$ cat src/rtl/sst_eng_pkg.sv
// Shared definitions for the save-state sequencer.
// Holds the sequencer state encoding, the sticky error codes reported on
// the err port, and the default address of the mapper index register.
package sst_eng_pkg;

  typedef enum logic [3:0] {
    ST_IDLE    = 4'd0,
    ST_RD_SET  = 4'd1,
    ST_RD_WAIT = 4'd2,
    ST_RD_PUSH = 4'd3,
    ST_WR_GET  = 4'd4,
    ST_WR_ARM  = 4'd5,
    ST_WR_NEXT = 4'd6,
    ST_FIN     = 4'd7,
    ST_FAIL    = 4'd8
  } sst_state_e;

  localparam logic [1:0] ERR_NONE = 2'd0;
  localparam logic [1:0] ERR_IDX  = 2'd1;
  localparam logic [1:0] ERR_TMO  = 2'd2;

  localparam int IDX_ADDR_DEF = 127;

endpackage

$ cat src/rtl/sst_engine_m2_edge_sync.sv
// M2 synchronizer and falling-edge detector.
// Brings the raw cartridge M2 into the clk domain through two flops and
// emits a one-clk pulse on each synchronized 1 -> 0 transition.
// Ports:
//   clk     in  system clock
//   rst_n   in  asynchronous active-low reset
//   m2      in  raw M2, asynchronous to clk
//   m2_fall out one-clk pulse per synchronized falling edge (registered)
module m2_edge_sync (
  input  logic clk,
  input  logic rst_n,
  input  logic m2,
  output logic m2_fall
);

  logic meta_r;
  logic sync_r;
  logic fall_r;

  // Two-flop synchronizer; the edge flag compares the synced value with the
  // value about to be shifted in, so the pulse comes out of a flop.
  always_ff @(posedge clk or negedge rst_n) begin
    if (!rst_n) begin
      meta_r <= 1'b0;
      sync_r <= 1'b0;
      fall_r <= 1'b0;
    end else begin
      meta_r <= m2;
      sync_r <= meta_r;
      fall_r <= sync_r & ~meta_r;
    end
  end

  assign m2_fall = fall_r;

endmodule

$ cat src/rtl/sst_engine.sv
// Save-state sequencer between the host byte stream and the mapper
// save-state port.
// Dump: walks addresses 0..REG_CNT-1, waits RD_WAIT clks for sst_di to
// settle, and streams each byte out on out_data/out_valid/out_ready.
// Load: takes bytes on in_data/in_valid/in_ready and writes them with
// sst_we_reg held across at least one full M2 falling edge. The index
// address is never written; its incoming byte must match the mapper.
// Ports:
//   clk, rst_n                 clock, asynchronous active-low reset
//   m2                         raw cartridge M2
//   cmd_dump, cmd_load         one-clk start pulses (dump wins if both)
//   busy, done, err            status; err is sticky until the next command
//   out_data/out_valid/out_ready   dump byte stream
//   in_data/in_valid/in_ready      load byte stream
//   sst_act, sst_addr, sst_we_reg, sst_dato, sst_di   mapper save-state port
module sst_engine
  import sst_eng_pkg::*;
#(
  parameter int REG_CNT  = 128,
  parameter int IDX_ADDR = IDX_ADDR_DEF,
  parameter int RD_WAIT  = 2,
  parameter int M2_TMO   = 4096
) (
  input  logic       clk,
  input  logic       rst_n,
  input  logic       m2,
  input  logic       cmd_dump,
  input  logic       cmd_load,
  output logic       busy,
  output logic       done,
  output logic [1:0] err,
  output logic [7:0] out_data,
  output logic       out_valid,
  input  logic       out_ready,
  input  logic [7:0] in_data,
  input  logic       in_valid,
  output logic       in_ready,
  output logic       sst_act,
  output logic [7:0] sst_addr,
  output logic       sst_we_reg,
  output logic [7:0] sst_dato,
  input  logic [7:0] sst_di
);

  localparam int         TMO_W     = $clog2(M2_TMO + 1);
  localparam logic [7:0] ADDR_LAST = 8'(REG_CNT - 1);
  localparam logic [7:0] ADDR_IDX  = 8'(IDX_ADDR);
  localparam logic [7:0] WAIT_CNT  = 8'(RD_WAIT);
  localparam logic [7:0] WAIT_LAST = 8'(RD_WAIT - 1);
  localparam logic [TMO_W-1:0] TMO_LAST = TMO_W'(M2_TMO - 1);

  sst_state_e       state_r, state_nxt;
  logic [7:0]       addr_r, addr_nxt;
  logic [7:0]       wcnt_r, wcnt_nxt;
  logic [TMO_W-1:0] tmo_r, tmo_nxt;
  logic             seen_r, seen_nxt;
  logic [7:0]       data_r, data_nxt;
  logic [7:0]       dato_r, dato_nxt;
  logic [1:0]       err_r, err_nxt;
  logic             busy_r, busy_nxt;
  logic             done_r, done_nxt;
  logic             valid_r, valid_nxt;
  logic             ready_r, ready_nxt;
  logic             we_r, we_nxt;
  logic             m2_fall_s;

  m2_edge_sync u_m2_sync (
    .clk     (clk),
    .rst_n   (rst_n),
    .m2      (m2),
    .m2_fall (m2_fall_s)
  );

  // Next-state and datapath decisions for the sequencer.
  always_comb begin
    state_nxt = state_r;
    addr_nxt  = addr_r;
    wcnt_nxt  = wcnt_r;
    tmo_nxt   = tmo_r;
    seen_nxt  = seen_r;
    data_nxt  = data_r;
    dato_nxt  = dato_r;
    err_nxt   = err_r;
    case (state_r)
      ST_IDLE: begin
        if (cmd_dump) begin
          state_nxt = ST_RD_SET;
          addr_nxt  = 8'd0;
          err_nxt   = ERR_NONE;
        end else if (cmd_load) begin
          state_nxt = ST_WR_GET;
          addr_nxt  = 8'd0;
          wcnt_nxt  = 8'd0;
          err_nxt   = ERR_NONE;
        end else begin
          state_nxt = ST_IDLE;
        end
      end
      ST_RD_SET: begin
        wcnt_nxt  = 8'd0;
        state_nxt = ST_RD_WAIT;
      end
      ST_RD_WAIT: begin
        if (wcnt_r >= WAIT_LAST) begin
          data_nxt  = sst_di;
          state_nxt = ST_RD_PUSH;
        end else begin
          wcnt_nxt = wcnt_r + 8'd1;
        end
      end
      ST_RD_PUSH: begin
        if (valid_r && out_ready) begin
          if (addr_r == ADDR_LAST) begin
            state_nxt = ST_FIN;
          end else begin
            addr_nxt  = addr_r + 8'd1;
            state_nxt = ST_RD_SET;
          end
        end else begin
          state_nxt = ST_RD_PUSH;
        end
      end
      ST_WR_GET: begin
        // Hold off the byte until sst_di has settled for the new address,
        // so the index compare sees valid mapper data.
        if (wcnt_r < WAIT_CNT) begin
          wcnt_nxt = wcnt_r + 8'd1;
        end else if (ready_r && in_valid) begin
          if (addr_r == ADDR_IDX) begin
            if (in_data != sst_di) begin
              err_nxt   = ERR_IDX;
              state_nxt = ST_FAIL;
            end else begin
              state_nxt = ST_WR_NEXT;
            end
          end else begin
            dato_nxt  = in_data;
            tmo_nxt   = {TMO_W{1'b0}};
            seen_nxt  = 1'b0;
            state_nxt = ST_WR_ARM;
          end
        end else begin
          state_nxt = ST_WR_GET;
        end
      end
      ST_WR_ARM: begin
        // The first fall may predate the strobe; the second one is
        // guaranteed to have happened entirely while it was high.
        if (m2_fall_s) begin
          tmo_nxt = {TMO_W{1'b0}};
          if (seen_r) begin
            state_nxt = ST_WR_NEXT;
          end else begin
            seen_nxt = 1'b1;
          end
        end else if (tmo_r == TMO_LAST) begin
          err_nxt   = ERR_TMO;
          state_nxt = ST_FAIL;
        end else begin
          tmo_nxt = tmo_r + TMO_W'(1);
        end
      end
      ST_WR_NEXT: begin
        wcnt_nxt = 8'd0;
        if (addr_r == ADDR_LAST) begin
          state_nxt = ST_FIN;
        end else begin
          addr_nxt  = addr_r + 8'd1;
          state_nxt = ST_WR_GET;
        end
      end
      ST_FIN:  state_nxt = ST_IDLE;
      ST_FAIL: state_nxt = ST_IDLE;
      default: state_nxt = ST_IDLE;
    endcase
  end

  // Output decode from the next state, so every port comes from a flop.
  always_comb begin
    busy_nxt  = 1'b0;
    done_nxt  = 1'b0;
    valid_nxt = 1'b0;
    ready_nxt = 1'b0;
    we_nxt    = 1'b0;
    case (state_nxt)
      ST_IDLE, ST_FAIL: busy_nxt = 1'b0;
      ST_FIN:           done_nxt = 1'b1;
      ST_RD_PUSH: begin
        busy_nxt  = 1'b1;
        valid_nxt = 1'b1;
      end
      ST_WR_GET: begin
        busy_nxt  = 1'b1;
        ready_nxt = (wcnt_nxt == WAIT_CNT);
      end
      ST_WR_ARM: begin
        busy_nxt = 1'b1;
        we_nxt   = 1'b1;
      end
      ST_RD_SET, ST_RD_WAIT, ST_WR_NEXT: busy_nxt = 1'b1;
      default: busy_nxt = 1'b0;
    endcase
  end

  // State, datapath and output registers.
  always_ff @(posedge clk or negedge rst_n) begin
    if (!rst_n) begin
      state_r <= ST_IDLE;
      addr_r  <= 8'd0;
      wcnt_r  <= 8'd0;
      tmo_r   <= {TMO_W{1'b0}};
      seen_r  <= 1'b0;
      data_r  <= 8'd0;
      dato_r  <= 8'd0;
      err_r   <= ERR_NONE;
      busy_r  <= 1'b0;
      done_r  <= 1'b0;
      valid_r <= 1'b0;
      ready_r <= 1'b0;
      we_r    <= 1'b0;
    end else begin
      state_r <= state_nxt;
      addr_r  <= addr_nxt;
      wcnt_r  <= wcnt_nxt;
      tmo_r   <= tmo_nxt;
      seen_r  <= seen_nxt;
      data_r  <= data_nxt;
      dato_r  <= dato_nxt;
      err_r   <= err_nxt;
      busy_r  <= busy_nxt;
      done_r  <= done_nxt;
      valid_r <= valid_nxt;
      ready_r <= ready_nxt;
      we_r    <= we_nxt;
    end
  end

  assign busy       = busy_r;
  assign sst_act    = busy_r;
  assign done       = done_r;
  assign err        = err_r;
  assign out_data   = data_r;
  assign out_valid  = valid_r;
  assign in_ready   = ready_r;
  assign sst_addr   = addr_r;
  assign sst_we_reg = we_r;
  assign sst_dato   = dato_r;

endmodule

$ cat config.mk
export PLATFORM = sky130hd
export DESIGN_NAME = sst_engine
export DESIGN_NICKNAME = d
export VERILOG_FILES = /design/src/rtl/sst_eng_pkg.sv /design/src/rtl/sst_engine_m2_edge_sync.sv /design/src/rtl/sst_engine.sv
export SDC_FILE = /design/constraint.sdc
export NUM_CORES = 1
export LEC_CHECK = 0
export BUFFER_PORTS_ARGS = -buffer_cell sky130_fd_sc_hd__buf_2
export CAP_MARGIN = 15
export CELL_PAD_IN_SITES_DETAIL_PLACEMENT = 0
export CELL_PAD_IN_SITES_GLOBAL_PLACEMENT = 1
export CORE_MARGIN = 2
export CORE_UTILIZATION = 39
export DETAILED_ROUTE_END_ITERATION = 16
export PLACE_DENSITY = 0.83
export SLEW_MARGIN = 0
export SYNTH_ARGS = -nofsm -noshare
export SYNTH_HDL_FRONTEND = slang
export SYNTH_HIERARCHICAL = 1
export SYNTH_SLANG_ARGS = --single-unit
$ cat constraint.sdc
create_clock -name clk -period 2.89 [get_ports clk]
set_clock_uncertainty 0.1 [all_clocks]
set_input_delay 0.578 -clock clk [delete_from_list [all_inputs] [get_ports clk]]
set_output_delay 0.578 -clock clk [all_outputs]
set_load 0.02 [all_outputs]
==> impl_results.html, run 1 <==
<table>
<tr><th>Metric</th><th>Value</th></tr>
<tr><th colspan="2">Synthesis</th></tr>
<tr><td>Number of synthesized register bits</td><td>60</td></tr>
<tr><td>Post-Synthesis Cells</td><td>300</td></tr>
<tr><td>Number of enable flip-flop cells after synthesis</td><td>0</td></tr>
<tr><td>Most used flip-flop cell after synthesis</td><td>dfrtp_1</td></tr>
<tr><td>Share of synthesized area occupied by flip-flops and latches</td><td>0.4819</td></tr>
<tr><td>Share of async-settable or async-resettable flops after synthesis</td><td>1.000</td></tr>
<tr><td>Count of cell types in the netlist</td><td>56</td></tr>
<tr><td>Number of nets in the synthesized netlist</td><td>328</td></tr>
<tr><td>Number of warning messages in the yosys log</td><td>6</td></tr>
<tr><td>Post-Synthesis Cell Area</td><td>3115 sq um</td></tr>
<tr><td>Avg Inst Size Synth</td><td>about 10 sq um</td></tr>
<tr><th colspan="2">Layout</th></tr>
<tr><td>Cell area after layout</td><td>3664 sq um</td></tr>
<tr><td>Count of nets after finishing</td><td>386</td></tr>
<tr><td>Register containing the most flip-flops in the final layout</td><td>tmo_r</td></tr>
<tr><td>Share of the core filled with cells in the final layout</td><td>0.4741</td></tr>
<tr><td>Synth-to-Final Area Change</td><td>17.59%</td></tr>
<tr><td>Number of diodes</td><td>0</td></tr>
<tr><td>Flip-flop count of the largest register, all copies and words added</td><td>13</td></tr>
<tr><td>Layout cell share with drive strength beyond 1</td><td>0.2948</td></tr>
<tr><td>Count of non-filler cells in the finished layout</td><td>between 400 and 500</td></tr>
<tr><th colspan="2">Worst setup path</th></tr>
<tr><td>Worst path most repeated cell</td><td>or2_1</td></tr>
<tr><td>Total buffers and inverters traversed by the critical path</td><td>0</td></tr>
<tr><td>Arrival time worst endpoint</td><td>roughly 2.7 ns</td></tr>
<tr><td>Cell Chain, Critical Path</td><td>nand4bb_1 &gt; or2_1 &gt; a22o_1 &gt; or2_1 &gt; o41ai_1</td></tr>
<tr><td>Largest fanout of any net on the critical path</td><td>17</td></tr>
<tr><td>Sort of element at the start of the critical path</td><td>flip-flop</td></tr>
<tr><td>Number of cell instances on the worst register-to-register path</td><td>5</td></tr>
<tr><td>Worst-path cell with the longest stage delay</td><td>dfrtp_1</td></tr>
<tr><td>CP Class</td><td>reg2reg</td></tr>
<tr><td>Worst Setup End Kind</td><td>flip-flop</td></tr>
<tr><td>Longest individual stage delay on the worst path</td><td>0.70 ns</td></tr>
<tr><td>Crit path depth</td><td>5</td></tr>
<tr><td>Worst Path Required</td><td>3.02 ns</td></tr>
<tr><td>Top Family by Delay on Critical Path</td><td>simple AND/OR/NAND/NOR gates</td></tr>
<tr><th colspan="2">Floorplanning</th></tr>
<tr><td>Die boundary width</td><td>about 93 um</td></tr>
<tr><td>Placeable core region</td><td>7727 sq um</td></tr>
<tr><td>Number of placement rows</td><td>32</td></tr>
<tr><td># IOs</td><td>55</td></tr>
<tr><td>Die Span Y</td><td>~93 um</td></tr>
<tr><td>Initial core utilization</td><td>0.4032</td></tr>
<tr><td>Area of the die</td><td>between 8000 and 9000 sq um</td></tr>
<tr><th colspan="2">STA</th></tr>
<tr><td>Total negative slack</td><td>0 ns</td></tr>
<tr><td>Measured slew at the worst slew-check pin</td><td>~0.75 ns</td></tr>
<tr><td>Final setup violation count</td><td>0</td></tr>
<tr><td>Final worst setup slack</td><td>0.2996 ns</td></tr>
<tr><td>Slew Limit Headroom</td><td>0.4986</td></tr>
<tr><td>Setup repair after global routing missed its margin</td><td>no</td></tr>
<tr><td>Share of the cycle needed by the critical path after routing</td><td>0.8963</td></tr>
<tr><td>Final hold violation count</td><td>0</td></tr>
<tr><td>Post-layout minimum cycle time</td><td>2.590 ns</td></tr>
<tr><td>Maximum clock frequency</td><td>about 0.39 GHz</td></tr>
<tr><td>Number of pins exceeding their max-slew limit in the final report</td><td>0</td></tr>
<tr><td>Worst Hold Margin</td><td>between 0.2 and 0.25 ns</td></tr>
<tr><th colspan="2">Detailed routing</th></tr>
<tr><td>Number of DRC violations after detailed-routing iteration 0</td><td>roughly 130</td></tr>
<tr><td>DR DRC count</td><td>0</td></tr>
<tr><td>Detail-routed via count per cell</td><td>about 5.3</td></tr>
<tr><td>Antenna viol nets, final</td><td>0</td></tr>
<tr><td>Total routed wirelength</td><td>just under 7 mm</td></tr>
<tr><td>WL/cell</td><td>about 15 um</td></tr>
<tr><td>1st-pass router iterations</td><td>5</td></tr>
<tr><td>Total via count after detailed routing</td><td>~2500</td></tr>
<tr><th colspan="2">Power</th></tr>
<tr><td>Max IR drop VDD</td><td>approximately 0.4 mV</td></tr>
<tr><td>PnR Total Power</td><td>~3.2 mW</td></tr>
<tr><td>Power density cells</td><td>just under 900 nW/um^2</td></tr>
<tr><td>Leakage power of the design</td><td>1.663 nW</td></tr>
<tr><th colspan="2">Placement</th></tr>
<tr><td>Total placed instance area</td><td>about 3500 sq um</td></tr>
<tr><td>Number of buffers inserted by port buffering</td><td>54</td></tr>
<tr><td>Routability congestion estimate from global placement</td><td>~0.85</td></tr>
<tr><td>Placed wire-length estimate</td><td>between 4 and 5 mm</td></tr>
<tr><td>Post-Place Setup Slack</td><td>between 0.4 and 0.5 ns</td></tr>
<tr><td>Cell total after placement</td><td>approximately 450</td></tr>
<tr><th colspan="2">Clocking</th></tr>
<tr><td>Clk buf depth</td><td>2</td></tr>
<tr><td>Number of CTS-inserted buffers</td><td>9</td></tr>
<tr><td>H-tree levels</td><td>3</td></tr>
<tr><td>Clock latency at the later pin of the worst-skew pair</td><td>around 0.35 ns</td></tr>
<tr><td>Post-cts hold buffer count</td><td>0</td></tr>
<tr><td>CTS root buf</td><td>clkbuf_8</td></tr>
<tr><td>Number of buffers inserted by post-CTS setup repair</td><td>0</td></tr>
<tr><td>Clock slew seen by the registers of the worst setup and hold paths</td><td>about 0.08 ns</td></tr>
<tr><td>TritonCTS clock tree</td><td>built</td></tr>
<tr><td>Clock sinks</td><td>60</td></tr>
<tr><td>Post-cts resize count</td><td>0</td></tr>
<tr><th colspan="2">GRT</th></tr>
<tr><td>Total routing resource utilization after global routing</td><td>0.1680</td></tr>
<tr><td>Antenna violations before repair</td><td>0</td></tr>
<tr><td>Wire length of the first global-routing pass</td><td>around 11 mm</td></tr>
<tr><td>Number of global-route vias before repair</td><td>roughly 2300</td></tr>
<tr><td>Maximum number of pins on one net before global-route repair</td><td>61</td></tr>
<tr><td>Overflow left after global routing</td><td>0</td></tr>
<tr><th colspan="2">Worst hold path</th></tr>
<tr><td>Worst hold path stage count</td><td>1</td></tr>
<tr><td>Worst min path class</td><td>in2reg</td></tr>
<tr><th colspan="2">Flow run</th></tr>
<tr><td>Max-cap violations</td><td>0</td></tr>
<tr><th colspan="2">Outcome</th></tr>
<tr><td>Result of the run</td><td>finished, final reports clean</td></tr>
</table>
==> placed cells by master, fill, tap and decap left out, types with 9 or more instances in the layout <==
cell	synthesis	layout
clkbuf_8	0	9
a21oi_1	10	10
nor2_1	30	30
xnor2_1	14	14
buf_2	4	54
o21ai_0	20	20
dfrtp_1	60	60
nand3_1	10	10
nor3_1	10	10
nand2_1	23	23
mux2_2	18	18
==> final timing paths <==
kind / start / end / slack (ns)
max in group asynchronous: rst_n / wcnt_r[7] / 1.90
min reg2reg: u_m2_sync/meta_r / u_m2_sync/sync_r / 0.34
min: m2 / u_m2_sync/meta_r / 0.25
max: state_r[0] / tmo_r[8] / 0.30
min in group asynchronous: rst_n / tmo_r[2] / 0.27
max reg2reg: state_r[0] / tmo_r[8] / 0.30
==> power by group <==
part | switching [mW] | leakage, nW | total (mW) | internal [mW]
clock network | 0.374 | 0.0829 | 0.694 | 0.320
logic | 0.694 | 0.792 | 1.22 | 0.525
registers | 0.248 | 0.788 | 1.31 | 1.06
==> per-layer routing <==
layer	track usage	share of wire	up-vias
li1	-	-	1199
met1	0.2192	0.46	1178
met2	0.2596	0.48	63
met3	0.05399	0.045	11
met4	0.06618	0.020	0
met5	0	0	-
==> worst reg2reg max path: stages (launching register included) <==
cell and delay [ns]:
dfrtp_1 0.70, nand4bb_1 0.30, or2_1 0.34, a22o_1 0.23, or2_1 0.40, o41ai_1 0.41
==> synth_stat cells (3+ instances only) <==
master / count / area (sq um)
a21o_1: 3 / 22.52
nor2b_1: 7 / 43.79
mux2_2: 18 / 202.7
and3_1: 3 / 18.77
dfrtp_1: 60 / 1501
o32ai_1: 3 / 26.28
buf_2: 4 / 20.02
o31ai_1: 5 / 37.54
nand2_1: 23 / 86.33
nor3_1: 10 / 50.05
and2_1: 6 / 37.54
inv_1: 8 / 30.03
nand4_1: 6 / 37.54
o21ai_0: 20 / 100.1
ha_1: 5 / 62.56
nand2b_1: 7 / 43.79
a21oi_1: 10 / 50.05
clkbuf_1: 4 / 15.01
nor2_1: 30 / 112.6
xnor2_1: 14 / 122.6
nand3_1: 10 / 50.05
==> area by class of cell <==
type	instances	area, sq um
flip-flops and latches	60	1501
multi-input cells	222	1530
clock buffers	9	123.9
fillers	733	4064
inverters	8	30.03
well taps	102	127.6
repair buffers	57	292.8
clock inverters	7	57.56
==> logic make-up (layout without fill, tap and decap cells) <==
group | after synthesis | count (layout) | synth area share
buffers and inverters | 18 | 81 | 0.02691
adders and majority gates | 5 | 5 | 0.02008
muxes | 19 | 19 | 0.06827
DFF | 60 | 60 | 0.4819
xor gates and xnor gates | 14 | 14 | 0.03936
and+or+nand+nor | 120 | 120 | 0.2149
AOI/OAI and AO/OA | 64 | 64 | 0.1486
Power figures use the tool's default switching activity.
==> inputs of run 2 (changes only) <==
==> constraint.sdc (replaced) <==
create_clock -name clk -period 2.89 [get_ports clk]
set_clock_uncertainty 0.1 [all_clocks]
set_input_delay 0.4335 -clock clk [delete_from_list [all_inputs] [get_ports clk]]
set_output_delay 0.4335 -clock clk [all_outputs]
set_load 0.02 [all_outputs]
==> run 2 against run 1 <==
Effect of this change:
- first-iteration DRC count grew 5.6%
- die area is the same
- critical path depth is the same
- global-route usage is essentially flat
- non-clock buffer count grew 2
- critical path type unchanged
- critical endpoint unchanged
- highest routed layer unchanged
==> impl_results.html, run 2 (synthesis gave the netlist of run 1 again) <==
<table>
<tr><th>Metric</th><th>Value</th></tr>
<tr><th colspan="2">Outcome</th></tr>
<tr><td>Result of the run</td><td>finished, final reports clean (unchanged)</td></tr>
<tr><th colspan="2">Layout</th></tr>
<tr><td>Synth-to-Final Area Change</td><td>17.99% (was 17.59%)</td></tr>
<tr><td>Share of the core filled with cells in the final layout</td><td>0.4757 (was 0.4741)</td></tr>
<tr><td>Most frequent standard cell in the layout excluding fill and tap cells</td><td>dfrtp_1 (unchanged)</td></tr>
<tr><td>Number of diodes</td><td>0 (unchanged)</td></tr>
<tr><td>Most used cells in the layout excluding fill and tap cells</td><td>dfrtp_1 (60), buf_2 (54), nor2_1 (30) (unchanged)</td></tr>
<tr><td>Layout cell share with drive strength beyond 1</td><td>0.2959 (was 0.2948)</td></tr>
<tr><td>Flip-flop count of the largest register, all copies and words added</td><td>13 (unchanged)</td></tr>
<tr><td>Register containing the most flip-flops in the final layout</td><td>tmo_r (unchanged)</td></tr>
<tr><td>Count of nets after finishing</td><td>388 (was 386)</td></tr>
<tr><th colspan="2">Detailed routing</th></tr>
<tr><td>Detail-routed via count per cell</td><td>5.233 (was 5.271)</td></tr>
<tr><td>1st-pass router iterations</td><td>4 (was 5)</td></tr>
<tr><td>Total via count after detailed routing</td><td>2444 (was 2451)</td></tr>
<tr><td>Antenna viol nets, final</td><td>0 (unchanged)</td></tr>
<tr><td>Number of DRC violations after detailed-routing iteration 0</td><td>133 (was 126)</td></tr>
<tr><td>DR DRC count</td><td>0 (unchanged)</td></tr>
<tr><td>Total routed wirelength</td><td>6.778 mm (was 6.789 mm)</td></tr>
<tr><td>WL/cell</td><td>14.51 um (was 14.60 um)</td></tr>
<tr><th colspan="2">GRT</th></tr>
<tr><td>Total routing resource utilization after global routing</td><td>0.1682 (was 0.1680)</td></tr>
<tr><td>Number of global-route vias before repair</td><td>2349 (was 2337)</td></tr>
<tr><td>Overflow left after global routing</td><td>0 (unchanged)</td></tr>
<tr><td>Maximum number of pins on one net before global-route repair</td><td>33 (was 61)</td></tr>
<tr><td>Wire length of the first global-routing pass</td><td>11.26 mm (was 11.43 mm)</td></tr>
<tr><td>Antenna violations before repair</td><td>0 (unchanged)</td></tr>
<tr><th colspan="2">STA</th></tr>
<tr><td>Post-layout minimum cycle time</td><td>2.487 ns (was 2.590 ns)</td></tr>
<tr><td>Share of the cycle needed by the critical path after routing</td><td>0.8604 (was 0.8963)</td></tr>
<tr><td>Maximum clock frequency</td><td>0.4021 GHz (was 0.3860 GHz)</td></tr>
<tr><td>Measured slew at the worst slew-check pin</td><td>0.7599 ns (was 0.7494 ns)</td></tr>
<tr><td>Setup repair after global routing missed its margin</td><td>no (unchanged)</td></tr>
<tr><td>Number of pins exceeding their max-slew limit in the final report</td><td>0 (unchanged)</td></tr>
<tr><td>Final hold violation count</td><td>0 (unchanged)</td></tr>
<tr><td>Slew Limit Headroom</td><td>0.4915 (was 0.4986)</td></tr>
<tr><td>Total negative slack</td><td>0 ns (unchanged)</td></tr>
<tr><td>Worst Hold Margin</td><td>0.09881 ns (was 0.2456 ns)</td></tr>
<tr><td>Final setup violation count</td><td>0 (unchanged)</td></tr>
<tr><th colspan="2">Clocking</th></tr>
<tr><td>TritonCTS clock tree</td><td>built (unchanged)</td></tr>
<tr><td>Number of CTS-inserted buffers</td><td>9 (unchanged)</td></tr>
<tr><td>Clk buf depth</td><td>2 (unchanged)</td></tr>
<tr><td>H-tree levels</td><td>3 (unchanged)</td></tr>
<tr><td>Clock latency at the later pin of the worst-skew pair</td><td>0.35 ns (about the same)</td></tr>
<tr><td>Clock slew seen by the registers of the worst setup and hold paths</td><td>0.07 ns (was 0.08 ns)</td></tr>
<tr><td>Clock sinks</td><td>60 (unchanged)</td></tr>
<tr><td>Post-cts hold buffer count</td><td>1 (was 0)</td></tr>
<tr><td>Post-cts resize count</td><td>0 (unchanged)</td></tr>
<tr><td>Number of buffers inserted by post-CTS setup repair</td><td>0 (unchanged)</td></tr>
<tr><td>CTS root buf</td><td>clkbuf_8 (unchanged)</td></tr>
<tr><th colspan="2">Worst setup path</th></tr>
<tr><td>Largest fanout of any net on the critical path</td><td>17 (unchanged)</td></tr>
<tr><td>Worst-path cell with the longest stage delay</td><td>dfrtp_1 (unchanged)</td></tr>
<tr><td>Total buffers and inverters traversed by the critical path</td><td>0 (unchanged)</td></tr>
<tr><td>Top Family by Delay on Critical Path</td><td>simple AND/OR/NAND/NOR gates (unchanged)</td></tr>
<tr><td>CP Class</td><td>reg2reg (unchanged)</td></tr>
<tr><td>Sort of element at the start of the critical path</td><td>flip-flop (unchanged)</td></tr>
<tr><td>Longest individual stage delay on the worst path</td><td>0.68 ns (was 0.70 ns)</td></tr>
<tr><td>Cell Chain, Critical Path</td><td>nand4bb_1 &gt; or2_1 &gt; a22o_1 &gt; or2_1 &gt; o41ai_1 (unchanged)</td></tr>
<tr><td>Worst path most repeated cell</td><td>or2_1 (unchanged)</td></tr>
<tr><td>Worst Setup End Kind</td><td>flip-flop (unchanged)</td></tr>
<tr><td>Arrival time worst endpoint</td><td>2.62 ns (was 2.72 ns)</td></tr>
<tr><td>Worst Path Required</td><td>3.03 ns (was 3.02 ns)</td></tr>
<tr><th colspan="2">Floorplanning</th></tr>
<tr><td>Placeable core region</td><td>7727 sq um (unchanged)</td></tr>
<tr><td>Die boundary width</td><td>93.38 um (unchanged)</td></tr>
<tr><td>Initial core utilization</td><td>0.4032 (unchanged)</td></tr>
<tr><td># IOs</td><td>55 (unchanged)</td></tr>
<tr><td>Area of the die</td><td>8720 sq um (unchanged)</td></tr>
<tr><td>Die Span Y</td><td>93.38 um (unchanged)</td></tr>
<tr><td>Number of placement rows</td><td>32 (unchanged)</td></tr>
<tr><th colspan="2">Worst hold path</th></tr>
<tr><td>Worst min path class</td><td>in2reg (unchanged)</td></tr>
<tr><th colspan="2">Power</th></tr>
<tr><td>Power density cells</td><td>873.0 nW/um^2 (was 878.9 nW/um^2)</td></tr>
<tr><td>Max IR drop VDD</td><td>0.5245 mV (was 0.4018 mV)</td></tr>
<tr><td>PnR Total Power</td><td>3.209 mW (was 3.220 mW)</td></tr>
<tr><td>Leakage power of the design</td><td>1.679 nW (was 1.663 nW)</td></tr>
<tr><th colspan="2">Placement</th></tr>
<tr><td>Routability congestion estimate from global placement</td><td>0.8424 (was 0.8487)</td></tr>
<tr><td>Placed wire-length estimate</td><td>4.878 mm (was 4.744 mm)</td></tr>
<tr><td>Number of buffers inserted by port buffering</td><td>54 (unchanged)</td></tr>
<tr><th colspan="2">Flow run</th></tr>
<tr><td>Max-cap violations</td><td>0 (unchanged)</td></tr>
</table>
==> run 2: cell count changes in the layout (fill, tap and decap cells not counted), sizes merged <==
cell | before | now
clkinvlp | 3 | 1
buf | 57 | 58
clkinv | 1 | 5
inv | 11 | 9
dlygate4sd3 | 0 | 1
==> run 2: final cells by class <==
cell class                      count  area [sq um]
Tap cell                          102         127.6
Clock buffer                        9         123.9
Inverter                            8         30.03
Multi-Input combinational cell    222          1530
Sequential cell                    60          1501
Timing Repair Buffer               59         310.3
Fill cell                         731          4051
Clock inverter                      7         52.55
==> run 2: worst paths after layout <==
kind,start,end,slack [ns],cells past startpoint
setup / recovery,state_r[0],tmo_r[8],0.40,5
hold / removal,m2,u_m2_sync/meta_r,0.1,1
max in group asynchronous,rst_n,state_r[3],1.69,3
hold reg to reg,u_m2_sync/meta_r,u_m2_sync/sync_r,0.33,0
setup reg to reg,state_r[0],tmo_r[8],0.40,5
min in group asynchronous,rst_n,sst_dato[5],0.36,2
==> run 2: per-stage QoR <==
step / cells / setup slack, ns / area (sq um)
CTS: 467 / 0.4018 / 3676
global placement: 450 / 0.5119 / 3490
floorplan: 300 / 0.7639 / 3115
global route: 467 / 0.1827 / 3676
finish: 467 / 0.4033 / 3676
detailed placement: 450 / 0.4141 / 3490
==> run 2: power breakdown <==
part,internal (mW),total [mW],switching (mW)
registers,1.06,1.30,0.244
clock network,0.314,0.679,0.365
logic,0.528,1.23,0.699
total,1.90,3.21,1.31
==> run 2: metal layers <==
metal | share of wire | global-route usage
met5 | 0 | 0
met1 | 0.46 | 0.2212
met2 | 0.48 | 0.2530
met4 | 0.019 | 0.07108
met3 | 0.042 | 0.05721
==> run 2: worst reg2reg max path: cells and delay by family, from the launching register on <==
kind	cells	cell delay, ns
AOI/OAI and AO/OA	2	0.60
DFF	1	0.68
and+or+nand+nor	3	1.00
==> inputs of run 3 (changes only) <==
BUFFER_PORTS_ARGS = -buffer_cell sky130_fd_sc_hd__clkbuf_2   (was -buffer_cell sky130_fd_sc_hd__buf_2)
GPL_ROUTABILITY_DRIVEN = 1   (was default)
==> run 3 against run 2 <==
Effect of this change:
- sequential cell count is the same
- largest power group unchanged
- global-route usage fell by 0.86 points
- clock power decreased by 0.6%
- sequential power hardly changed
- critical endpoint unchanged
- count of clock-buffer cells in the layout unchanged
- via count is 1.5% lower
==> impl_results.html, run 3 (synthesis gave the netlist of run 1 again) <==
<table>
<tr><th>Metric</th><th>Value</th></tr>
<tr><th colspan="2">STA</th></tr>
<tr><td>Total negative slack</td><td>0 ns (unchanged)</td></tr>
<tr><td>Share of the cycle needed by the critical path after routing</td><td>0.8570 (was 0.8604)</td></tr>
<tr><td>Post-layout minimum cycle time</td><td>2.477 ns (was 2.487 ns)</td></tr>
<tr><td>Number of pins exceeding their max-slew limit in the final report</td><td>0 (unchanged)</td></tr>
<tr><td>Maximum clock frequency</td><td>0.4038 GHz (was 0.4021 GHz)</td></tr>
<tr><td>Measured slew at the worst slew-check pin</td><td>0.7506 ns (was 0.7599 ns)</td></tr>
<tr><td>Final hold violation count</td><td>0 (unchanged)</td></tr>
<tr><td>Final setup violation count</td><td>0 (unchanged)</td></tr>
<tr><td>Final worst setup slack</td><td>0.4133 ns (was 0.4033 ns)</td></tr>
<tr><td>Setup repair after global routing missed its margin</td><td>no (unchanged)</td></tr>
<tr><td>Slew Limit Headroom</td><td>0.4996 (was 0.4915)</td></tr>
<tr><th colspan="2">Clocking</th></tr>
<tr><td>Clock slew seen by the registers of the worst setup and hold paths</td><td>0.07 ns (about the same)</td></tr>
<tr><td>TritonCTS clock tree</td><td>built (unchanged)</td></tr>
<tr><td>Clock sinks</td><td>60 (unchanged)</td></tr>
<tr><td>CTS root buf</td><td>clkbuf_8 (unchanged)</td></tr>
<tr><td>Number of buffers inserted by post-CTS setup repair</td><td>0 (unchanged)</td></tr>
<tr><td>H-tree levels</td><td>3 (unchanged)</td></tr>
<tr><td>Number of CTS-inserted buffers</td><td>9 (unchanged)</td></tr>
<tr><td>Clk buf depth</td><td>2 (unchanged)</td></tr>
<tr><td>Post-cts hold buffer count</td><td>0 (was 1)</td></tr>
<tr><td>Clock latency at the later pin of the worst-skew pair</td><td>0.34 ns (was 0.35 ns)</td></tr>
<tr><td>Post-cts resize count</td><td>0 (unchanged)</td></tr>
<tr><th colspan="2">Layout</th></tr>
<tr><td>Number of fillers in the final layout</td><td>737 (was 731)</td></tr>
<tr><td>Layout cell share with drive strength beyond 1</td><td>0.2948 (was 0.2959)</td></tr>
<tr><td>Share of the core filled with cells in the final layout</td><td>0.4734 (was 0.4757)</td></tr>
<tr><td>Number of diodes</td><td>0 (unchanged)</td></tr>
<tr><td>Synth-to-Final Area Change</td><td>17.43% (was 17.99%)</td></tr>
<tr><td>Count of non-filler cells in the finished layout</td><td>465 (was 467)</td></tr>
<tr><td>Most used cells in the layout excluding fill and tap cells</td><td>dfrtp_1 (60), clkbuf_2 (54), nor2_1 (30) (was dfrtp_1 (60), buf_2 (54), nor2_1 (30))</td></tr>
<tr><td>Count of nets after finishing</td><td>386 (was 388)</td></tr>
<tr><td>Most frequent standard cell in the layout excluding fill and tap cells</td><td>dfrtp_1 (unchanged)</td></tr>
<tr><td>Register containing the most flip-flops in the final layout</td><td>tmo_r (unchanged)</td></tr>
<tr><td>Flip-flop count of the largest register, all copies and words added</td><td>13 (unchanged)</td></tr>
<tr><th colspan="2">Floorplanning</th></tr>
<tr><td>Initial core utilization</td><td>0.4032 (unchanged)</td></tr>
<tr><td>Area of the die</td><td>8720 sq um (unchanged)</td></tr>
<tr><td>Placeable core region</td><td>7727 sq um (unchanged)</td></tr>
<tr><td># IOs</td><td>55 (unchanged)</td></tr>
<tr><td>Number of placement rows</td><td>32 (unchanged)</td></tr>
<tr><td>Die boundary width</td><td>93.38 um (unchanged)</td></tr>
<tr><td>Die Span Y</td><td>93.38 um (unchanged)</td></tr>
<tr><th colspan="2">Detailed routing</th></tr>
<tr><td>WL/cell</td><td>14.04 um (was 14.51 um)</td></tr>
<tr><td>Number of DRC violations after detailed-routing iteration 0</td><td>105 (was 133)</td></tr>
<tr><td>Antenna viol nets, final</td><td>0 (unchanged)</td></tr>
<tr><td>DR DRC count</td><td>0 (unchanged)</td></tr>
<tr><td>1st-pass router iterations</td><td>4 (unchanged)</td></tr>
<tr><td>Detail-routed via count per cell</td><td>5.176 (was 5.233)</td></tr>
<tr><td>Total routed wirelength</td><td>6.529 mm (was 6.778 mm)</td></tr>
<tr><td>Total via count after detailed routing</td><td>2407 (was 2444)</td></tr>
<tr><th colspan="2">Placement</th></tr>
<tr><td>Post-Place Setup Slack</td><td>0.4186 ns (was 0.4141 ns)</td></tr>
<tr><td>Routability congestion estimate from global placement</td><td>0.8570 (was 0.8424)</td></tr>
<tr><td>Cell total after placement</td><td>449 (was 450)</td></tr>
<tr><td>Placed wire-length estimate</td><td>4.705 mm (was 4.878 mm)</td></tr>
<tr><td>Number of buffers inserted by port buffering</td><td>54 (unchanged)</td></tr>
<tr><th colspan="2">Outcome</th></tr>
<tr><td>Result of the run</td><td>finished, final reports clean (unchanged)</td></tr>
<tr><th colspan="2">Worst setup path</th></tr>
<tr><td>Sort of element at the start of the critical path</td><td>flip-flop (unchanged)</td></tr>
<tr><td>Worst R2R Start</td><td>state_r[0] (unchanged)</td></tr>
<tr><td>Worst Setup End Kind</td><td>flip-flop (unchanged)</td></tr>
<tr><td>Minimum setup slack among reg-to-reg paths</td><td>0.41 ns (was 0.40 ns)</td></tr>
<tr><td>Arrival time worst endpoint</td><td>2.60 ns (was 2.62 ns)</td></tr>
<tr><td>Endpoint of the worst register-to-register path</td><td>tmo_r[8] (unchanged)</td></tr>
<tr><td>CP Class</td><td>reg2reg (unchanged)</td></tr>
<tr><td>Largest fanout of any net on the critical path</td><td>17 (unchanged)</td></tr>
<tr><td>Worst Path Required</td><td>3.02 ns (was 3.03 ns)</td></tr>
<tr><td>Number of cell instances on the worst register-to-register path</td><td>5 (unchanged)</td></tr>
<tr><th colspan="2">Power</th></tr>
<tr><td>Portion of total power attributed to the clock network</td><td>0.212 (about the same)</td></tr>
<tr><td>Power density cells</td><td>871.2 nW/um^2 (was 873.0 nW/um^2)</td></tr>
<tr><td>Sequential share of power</td><td>0.410 (was 0.406)</td></tr>
<tr><td>Max IR drop VDD</td><td>0.4354 mV (was 0.5245 mV)</td></tr>
<tr><td>Switching part of the total power</td><td>0.4052 (was 0.4077)</td></tr>
<tr><td>Power Internal</td><td>1.896 mW (was 1.901 mW)</td></tr>
<tr><td>Net switching power</td><td>1.291 mW (was 1.308 mW)</td></tr>
<tr><td>Portion of total power attributed to combinational logic</td><td>0.378 (was 0.382)</td></tr>
<tr><td>Leakage power of the design</td><td>1.657 nW (was 1.679 nW)</td></tr>
<tr><th colspan="2">Worst hold path</th></tr>
<tr><td>Worst min-delay path endpoint</td><td>u_m2_sync/meta_r (unchanged)</td></tr>
<tr><td>Worst min path class</td><td>in2reg (unchanged)</td></tr>
<tr><td>Launch point of the worst hold path</td><td>m2 (unchanged)</td></tr>
<tr><td>Worst hold path stage count</td><td>1 (unchanged)</td></tr>
<tr><th colspan="2">GRT</th></tr>
<tr><td>Wire length of the first global-routing pass</td><td>10.86 mm (was 11.26 mm)</td></tr>
<tr><td>Antenna violations before repair</td><td>0 (unchanged)</td></tr>
<tr><td>Overflow left after global routing</td><td>0 (unchanged)</td></tr>
<tr><td>Total routing resource utilization after global routing</td><td>0.1597 (was 0.1682)</td></tr>
<tr><td>Number of global-route vias before repair</td><td>2353 (was 2349)</td></tr>
<tr><td>Maximum number of pins on one net before global-route repair</td><td>61 (was 33)</td></tr>
<tr><th colspan="2">Flow run</th></tr>
<tr><td>Max-cap violations</td><td>0 (unchanged)</td></tr>
</table>
[run 3: cell types whose count changed in the layout (fill, tap and decap cells not counted), sizes merged]
cell and delta:
buf -55, dlygate4sd3 -1, clkbuf +54
[run 3: cell type report]
cell class	count	area (sq um)	area share
Inverter	8	30.03	0.008208
Timing Repair Buffer	57	292.8	0.08003
Tap cell	102	127.6	0.03488
Clock buffer	9	123.9	0.03386
Clock inverter	7	52.55	0.01436
Sequential cell	60	1501	0.4104
Multi-Input combinational cell	222	1530	0.4183
[run 3: through the flow]
stage | hold slack, ns | total power, mW | cell area (sq um)
global route | 0.09913 | 3.421 | 3659
finish | 0.1127 | 3.187 | 3659
floorplan | 0.03791 | 2.221 | 3115
CTS | 0.09971 | 3.223 | 3659
detailed placement | 0.3292 | 2.535 | 3482
global placement | 0.3127 | 2.511 | 3482
[run 3: how the worst max path moves through the flow]
stage,from,end,slack (ns),cells past startpoint
2_1_floorplan,state_r[0],in_ready,0.76,7
3_3_place_gp,state_r[0],tmo_r[8],0.52,5
3_5_place_dp,state_r[0],tmo_r[8],0.42,5
4_1_cts,state_r[0],tmo_r[8],0.42,5
5_1_grt,state_r[0],tmo_r[8],0.23,5
6_report,state_r[0],tmo_r[8],0.41,5
[run 3: critical path: stages, from the launching register on]
cell	delay, ns
dfrtp_1	0.67
nand4bb_1	0.29
or2_1	0.34
a22o_1	0.23
or2_1	0.38
o41ai_1	0.36
[run 3: power groups by stage]
| stage | logic (mW) | registers, mW | clock network (mW) |
|---|---|---|---|
| floorplan | 0.880 | 1.34 | 0 |
| global placement | 1.20 | 1.31 | 0 |
| detailed placement | 1.22 | 1.32 | 0 |
| global route | 1.34 | 1.34 | 0.736 |
| CTS | 1.22 | 1.30 | 0.699 |
| finish | 1.21 | 1.31 | 0.675 |
[run 3: routing by layer]
layer / wire, um / vias to the layer above / global-route usage
li1: - / 1194 / -
met1: 3074 / 1137 / 0.2151
met2: 3000 / 63 / 0.2386
met3: 265 / 13 / 0.02820
met4: 189 / 0 / 0.09804
met5: 0 / - / 0
